## src/rtl/lcd_pattern_timing_gen.sv

```systemverilog
// lcd_pattern_timing_gen: LCD sync/DE timing generator with built-in test patterns
module lcd_pattern_timing_gen #(
    parameter int H_ACTIVE  = 800,
    parameter int H_FP      = 210,
    parameter int H_SYNC    = 1,
    parameter int H_BP      = 45,
    parameter int V_ACTIVE  = 480,
    parameter int V_FP      = 22,
    parameter int V_SYNC    = 1,
    parameter int V_BP      = 22,
    parameter int COLOR_W   = 8,
    parameter int HS_POL    = 0,
    parameter int VS_POL    = 0,
    parameter int CHK_SHIFT = 4
) (
    input  logic                 iCLK,
    input  logic                 iRST,
    input  logic                 iPIX_EN,
    input  logic [2:0]           iMODE,
    input  logic [3*COLOR_W-1:0] iSOLID_RGB,
    input  logic [11:0]          iCUR_X,
    input  logic [11:0]          iCUR_Y,
    input  logic                 iCUR_VALID,
    output logic [COLOR_W-1:0]   oLCD_R,
    output logic [COLOR_W-1:0]   oLCD_G,
    output logic [COLOR_W-1:0]   oLCD_B,
    output logic                 oHD,
    output logic                 oVD,
    output logic                 oDEN,
    output logic [11:0]          oX,
    output logic [11:0]          oY,
    output logic                 oFRAME_START
);
    localparam int CW3 = 3 * COLOR_W;
    localparam logic [11:0] H_LAST     = 12'(H_SYNC + H_BP + H_ACTIVE + H_FP - 1);
    localparam logic [11:0] V_LAST     = 12'(V_SYNC + V_BP + V_ACTIVE + V_FP - 1);
    localparam logic [11:0] H_SYNC_END = 12'(H_SYNC);
    localparam logic [11:0] V_SYNC_END = 12'(V_SYNC);
    localparam logic [11:0] H_ACT_BEG  = 12'(H_SYNC + H_BP);
    localparam logic [11:0] V_ACT_BEG  = 12'(V_SYNC + V_BP);
    localparam logic [11:0] H_ACT_END  = 12'(H_SYNC + H_BP + H_ACTIVE);
    localparam logic [11:0] V_ACT_END  = 12'(V_SYNC + V_BP + V_ACTIVE);
    localparam logic [11:0] BAR_W      = 12'((H_ACTIVE / 8 > 0) ? H_ACTIVE / 8 : 1);
    localparam logic        HS_ON      = (HS_POL != 0);
    localparam logic        VS_ON      = (VS_POL != 0);
    localparam logic [CW3-1:0] WHITE   = {CW3{1'b1}};
    localparam logic [CW3-1:0] BLACK   = {CW3{1'b0}};
    localparam logic [CW3-1:0] RED     = {{COLOR_W{1'b1}}, {2 * COLOR_W{1'b0}}};

    logic [11:0]    h_cnt, v_cnt, x, y, bar;
    logic [11:0]    cur_x, cur_y, cur_x_p, cur_y_p;
    logic [2:0]     mode_q, mode, bar_on;
    logic [CW3-1:0] solid_q, solid, rgb;
    logic           origin, h_sync, v_sync, den;

    // Decode the raster position into sync/active regions and the pattern colour
    always_comb begin
        origin = (h_cnt == 12'd0) && (v_cnt == 12'd0);
        mode   = origin ? iMODE : mode_q;
        solid  = origin ? iSOLID_RGB : solid_q;
        h_sync = h_cnt < H_SYNC_END;
        v_sync = v_cnt < V_SYNC_END;
        den    = (h_cnt >= H_ACT_BEG) && (h_cnt < H_ACT_END) &&
                 (v_cnt >= V_ACT_BEG) && (v_cnt < V_ACT_END);
        x      = h_cnt - H_ACT_BEG;
        y      = v_cnt - V_ACT_BEG;
        bar    = x / BAR_W;
        bar_on = (bar < 12'd8) ? {~bar[1], ~bar[2], ~bar[0]} : 3'b000;
        case (mode)
            3'd0:    rgb = {{COLOR_W{bar_on[2]}}, {COLOR_W{bar_on[1]}}, {COLOR_W{bar_on[0]}}};
            3'd1:    rgb = {3{x[COLOR_W-1:0]}};
            3'd2:    rgb = (x[CHK_SHIFT] ^ y[CHK_SHIFT]) ? BLACK : WHITE;
            3'd3:    rgb = solid;
            3'd4:    rgb = (x == cur_x || y == cur_y) ? WHITE : BLACK;
            default: rgb = RED;
        endcase
    end

    // Raster counters advance only on enabled pixel clocks
    always_ff @(posedge iCLK or posedge iRST) begin
        if (iRST) begin
            h_cnt <= 12'd0;
            v_cnt <= 12'd0;
        end else if (iPIX_EN) begin
            h_cnt <= (h_cnt == H_LAST) ? 12'd0 : h_cnt + 12'd1;
            if (h_cnt == H_LAST)
                v_cnt <= (v_cnt == V_LAST) ? 12'd0 : v_cnt + 12'd1;
        end
    end

    // Cursor strobe is captured on any clock, enabled or not
    always_ff @(posedge iCLK or posedge iRST) begin
        if (iRST) begin
            cur_x_p <= 12'd0;
            cur_y_p <= 12'd0;
        end else if (iCUR_VALID) begin
            cur_x_p <= iCUR_X;
            cur_y_p <= iCUR_Y;
        end
    end

    // Frame-wide settings change only at the top-left corner so a frame is never torn
    always_ff @(posedge iCLK or posedge iRST) begin
        if (iRST) begin
            mode_q  <= 3'd0;
            solid_q <= BLACK;
            cur_x   <= 12'd0;
            cur_y   <= 12'd0;
        end else if (iPIX_EN && origin) begin
            mode_q  <= iMODE;
            solid_q <= iSOLID_RGB;
            cur_x   <= cur_x_p;
            cur_y   <= cur_y_p;
        end
    end

    // Output register: one enabled cycle behind the counters, blanked outside active video
    always_ff @(posedge iCLK or posedge iRST) begin
        if (iRST) begin
            oHD                      <= ~HS_ON;
            oVD                      <= ~VS_ON;
            oDEN                     <= 1'b0;
            oX                       <= 12'd0;
            oY                       <= 12'd0;
            {oLCD_R, oLCD_G, oLCD_B} <= BLACK;
            oFRAME_START             <= 1'b0;
        end else if (iPIX_EN) begin
            oHD                      <= h_sync ? HS_ON : ~HS_ON;
            oVD                      <= v_sync ? VS_ON : ~VS_ON;
            oDEN                     <= den;
            oX                       <= den ? x : 12'd0;
            oY                       <= den ? y : 12'd0;
            {oLCD_R, oLCD_G, oLCD_B} <= den ? rgb : BLACK;
            oFRAME_START             <= origin;
        end
    end
endmodule

```

## config.mk

```make
export PLATFORM = sky130hd
export DESIGN_NAME = lcd_pattern_timing_gen
export DESIGN_NICKNAME = d
export VERILOG_FILES = /design/src/rtl/lcd_pattern_timing_gen.sv
export SDC_FILE = /design/constraint.sdc
export NUM_CORES = 1
export LEC_CHECK = 0
export BUFFER_PORTS_ARGS = -buffer_cell sky130_fd_sc_hd__buf_2
export CAP_MARGIN = 20
export CELL_PAD_IN_SITES_DETAIL_PLACEMENT = 1
export CELL_PAD_IN_SITES_GLOBAL_PLACEMENT = 1
export CORE_MARGIN = 2
export CORE_UTILIZATION = 42
export DETAILED_ROUTE_END_ITERATION = 6
export PLACE_DENSITY_LB_ADDON = 0.2
export SYNTH_ARGS = -nofsm -noshare
export SYNTH_HDL_FRONTEND = slang
export SYNTH_SLANG_ARGS = --single-unit
```

## constraint.sdc

```tcl
create_clock -name iCLK -period 4.7 [get_ports iCLK]
set_clock_uncertainty 0.15 [all_clocks]
set_input_delay 0.235 -clock iCLK [delete_from_list [all_inputs] [get_ports iCLK]]
set_output_delay 0.235 -clock iCLK [all_outputs]
set_load 0.02 [all_outputs]
```

==> flow_metrics.py <==
metrics = {
    "power_and_ir_drop": {
        "leakage_nw": 5.50,
        "internal-power_mw": 3.64,
        "switching_share_pct": 42.1,
        "combPwrFrac_pct": 52.4,
        "p_clk_share_pct": 22.1,
        "pwr-share-seq_pct": 25.5,
        "ir_worst_vdd_mv": 0.315,
        "pwr_density_cell_nw_per_um2": 512,
        "power.switching_mw": 2.65,
    },
    "synth": {
        "yosysSeqAreaShare_pct": 41.9,
        "synth_compound_area_share_pct": 18.2,
        "synth_enable_flop_cells": 0,
        "synth-xor-area-share_pct": 6.94,
        "syn_avg_cell_area_um2": 10.1,
        "yosys.area.top_type": "dfrtp_1",
        "yosys_warnings": 0,
        "synth_area_leaders": "dfrtp_1 41%, mux2_2 10%, xnor2_1 4.3%",
        "async_flop_share_pct": 100,
        "synth_fp_nets": 958,
        "ys.flop_type": "dfrtp_1",
        "synth_simple_gate_area_share_pct": 14.1,
        "synth_fa_ha_area_share_pct": 1.33,
        "synth_area_um2": 9030,
        "synth_top_family_by_area": "compound AO/OA/AOI/OAI gates",
        "synthCells": 895,
        "synth_mux_area_share_pct": 13.8,
        "synth.distinct_cells": 87,
        "yosysTopAreaCellShare_pct": 41.3,
        "ys_ff_latch": 151,
    },
    "global_route": {
        "grt_overflow_total": 0,
        "first_global_vias": 8804,
        "antenna_found_initial": 2,
        "grt_max_degree": 80,
        "grt.total_usage_pct": 29.2,
        "grt_pass1_wl_um": 50400,
    },
    "setup_path": {
        "worst-r2r-cell-count": 16,
        "cpMaxStageDelayCell": "or4_4",
        "cp_num_cells": 16,
        "reg2reg_slack_ps": -160,
        "end_kind": "flip-flop",
        "worstReg2RegEnd": "oLCD_R[1]$_DFFE_PP0P_",
        "path_delay_family": "compound AO/OA/AOI/OAI gates",
        "path_cells": "or4_4, a21oi_4, mux2_4, o31ai_4, and4_4, or2_4, o21a_1, o22ai_1, buf_4, or2_4, a2111o_1, and3_4, o32a_4, o211ai_4, nor2_1, o2bb2ai_1",
        "crit_start": "h_cnt[7]$_DFFE_PP0P_",
        "critPathMaxStageDelay_ps": 550,
        "critPathLaunchType": "flip-flop",
        "crit_fanout": 7,
        "crit_buf_inv": 1,
        "worst_ep_arrival_time_ps": 5060,
        "path_class": "reg2reg",
        "crit_top_cell": "or2_4",
        "cp.required_ps": 4900,
        "endpoint": "oLCD_R[1]$_DFFE_PP0P_",
        "r2r_start": "h_cnt[7]$_DFFE_PP0P_",
    },
    "hold_path": {
        "hold_path.class": "in2reg",
        "min_from": "iPIX_EN",
        "hold_path_depth": 2,
    },
    "timing": {
        "finalHoldViolCount": 0,
        "final-setup-viol-count": 16,
        "fin_setup_tns_ps": -2070,
        "rsz0062_at_grt": "yes",
        "fmax_ghz": 0.206,
        "slew_violations": 0,
        "fin_crit_sh_pct": 103,
        "tightest_slew_ps": 821,
        "finalCriticalPeriod_ps": 4860,
        "slew_headroom_pct": 44.8,
        "setup_ws_ps": -161,
    },
    "clocking": {
        "cts_tree": "built",
        "clock_latency_ps": 440,
        "cts_buffers": 17,
        "clkTransAtPathRegs_ps": 80,
        "clk_path_buf_depth": 2,
        "root_buffer": "clkbuf_16",
        "clock_sinks": 151,
        "htreeDepth": 4,
    },
    "route": {
        "drt-total-wl_um": 33000,
        "drt.antenna.violating_nets": 0,
        "drcViolationCount": 0,
        "wl_per_cell_um": 22.7,
        "dr.pass1.iters": 5,
        "drt-initial-drc-count": 445,
        "vias": 8439,
        "vias_per_cell": 5.80,
    },
    "job": {
        "cap_violations": 0,
    },
    "layout": {
        "drive_above_1_share_pct": 39.2,
        "fin_nets": 1228,
        "num-fill-cells": 2313,
        "area_delta_synth_final_pct": 36.0,
        "fin_util_pct": 58.2,
        "finalInstanceArea_um2": 12300,
    },
    "die": {
        "dieHeight_um": 151,
        "core_area_um2": 21100,
        "start_util_pct": 42.8,
        "dieWidth_um": 151,
        "rows": 53,
        "io_pins": 107,
        "die_area_um2": 22700,
    },
    "status": {
        "violations": "setup timing",
        "status": "finished with violations",
    },
    "place": {
        "placed_cell_area_um2": 10600,
        "port_buffers": 106,
        "gp_congestion": 0.904,
        "hpwlAfterDp_um": 21700,
    },
}
==> worst reg2reg max path: cells and delay by family (launching register included) <==
| family | cells | cell delay [ps] |
|---|---|---|
| AOI/OAI and AO/OA | 8 | 2170 |
| and+or+nand+nor | 6 | 1520 |
| DFF | 1 | 400 |
| muxes | 1 | 370 |
| buffers and inverters | 1 | 160 |
==> state kept, by name, summed over array words and instances (netlist names), 12 cells and up <==
name	flops
cur_x_p	12
cur_y	12
oY	12
cur_y_p	12
cur_x	12
v_cnt	12
solid_q	24
oX	12
h_cnt	12
==> cells in the final DEF (no fill, tap or decap), types with 5 or more instances in the layout <==
master and count:
o22ai_1 6, o21ai_0 46, o211ai_1 5, mux2i_1 31, buf_4 145, nand3_1 22, a31oi_1 12, a21oi_1 25
inv_1 22, xor2_1 21, dfrtp_1 146, inv_8 6, ha_1 6, nand2_2 5, clkbuf_16 17, buf_2 106
mux2_2 80, o2bb2ai_1 39, buf_6 6, and3_1 8, nor3_1 18, nor2_1 72, nor4_1 9, dlygate4sd3_1 52
nand2_1 40, nor2b_1 12, xnor2_1 42, a21o_1 7, nand4_1 13, and2_1 9
==> how the worst min path moves through the flow <==
stage / endpoint / slack [ps]
floorplan: solid_q[18]$_DFFE_PP0P_ / 240
global placement: solid_q[2]$_DFFE_PP0P_ / 250
detailed placement: solid_q[2]$_DFFE_PP0P_ / 250
CTS: oY[10]$_DFFE_PP0P_ / 170
global route: oY[10]$_DFFE_PP0P_ / 230
finish: oY[10]$_DFFE_PP0P_ / 180
==> cell families after synthesis <==
family	after synthesis
AO/OA/AOI/OAI	217
XOR/XNOR	69
AND/OR/NAND/NOR	252
flip-flops	151
multiplexers	114
adder cells (fa/ha/maj)	10
buffers and inverters	82
==> stage by stage <==
step	power, mW	cells	setup WS, ps	hold slack [ps]
final	6.29	1454	-161	181
after global routing	6.61	1454	-356	228
after detailed placement	4.38	1337	-367	253
after CTS	6.01	1438	-2.80	172
after floorplan	3.24	895	10.0	236
after global placement	4.30	1337	-304	252
==> per-layer routing <==
metal / wire length, um / vias up / track usage, %
met5: 13 / - / 0
met4: 833 / 2 / 9.07
met3: 1380 / 69 / 4.58
met2: 16800 / 248 / 49.8
met1: 14000 / 4295 / 38.2
li1: - / 3825 / -
==> synth_stat cells, types with 3 or more instances <==
| library cell | instances |
|---|---|
| dfrtp_1 | 149 |
| mux2_2 | 82 |
| nor2_1 | 76 |
| o21ai_0 | 47 |
| nand2_1 | 46 |
| xnor2_1 | 44 |
| clkbuf_1 | 42 |
| o2bb2ai_1 | 40 |
| mux2i_1 | 32 |
| a21oi_1 | 27 |
| inv_1 | 23 |
| nand3_1 | 23 |
| xor2_1 | 22 |
| nor3_1 | 19 |
| a31oi_1 | 16 |
| nand4_1 | 13 |
| buf_2 | 12 |
| nor2b_1 | 12 |
| and2_1 | 11 |
| and3_1 | 11 |
| nor4_1 | 9 |
| ha_1 | 8 |
| a21o_1 | 7 |
| o22ai_1 | 6 |
| o211ai_1 | 5 |
| o21ai_1 | 5 |
| o31ai_1 | 5 |
| or3_1 | 5 |
| or4_1 | 5 |
| a211oi_1 | 4 |
| or2_1 | 4 |
| a2bb2oi_1 | 3 |
| a311o_1 | 3 |
| a31o_2 | 3 |
| o211ai_2 | 3 |
| o21a_1 | 3 |
==> power by group through the flow <==
stage	clock, mW	combinational, mW	sequential [mW]
floorplan	0	1.55	1.69
global placement	0	2.69	1.61
detailed placement	0	2.77	1.61
CTS	1.38	3.03	1.60
global route	1.46	3.53	1.62
finish	1.39	3.29	1.60
==> cell type report <==
| cell class | instances | area (um^2) | area share, % |
|---|---|---|---|
| Clock inverter | 15 | 154 | 1.25 |
| Antenna cell | 1 | 2.50 | 0.0204 |
| Multi-Input combinational cell | 662 | 5260 | 42.9 |
| Tap cell | 275 | 344 | 2.80 |
| Clock buffer | 17 | 425 | 3.47 |
| Timing Repair Buffer | 309 | 2210 | 18.0 |
| Sequential cell | 151 | 3780 | 30.8 |
| Inverter | 24 | 95.1 | 0.775 |
==> timing repair <==
action / 4_1_cts / 5_1_grt
gates cloned: 0 / 0
gates resized for setup: 44 / 38
hold endpoints to repair: 128 / 0
setup endpoints to repair: 16 / 16
hold buffers: 52 / 0
setup buffers: 17 / 15
pin swaps: 26 / 50
Note: power is estimated with default switching activity, not from simulation.
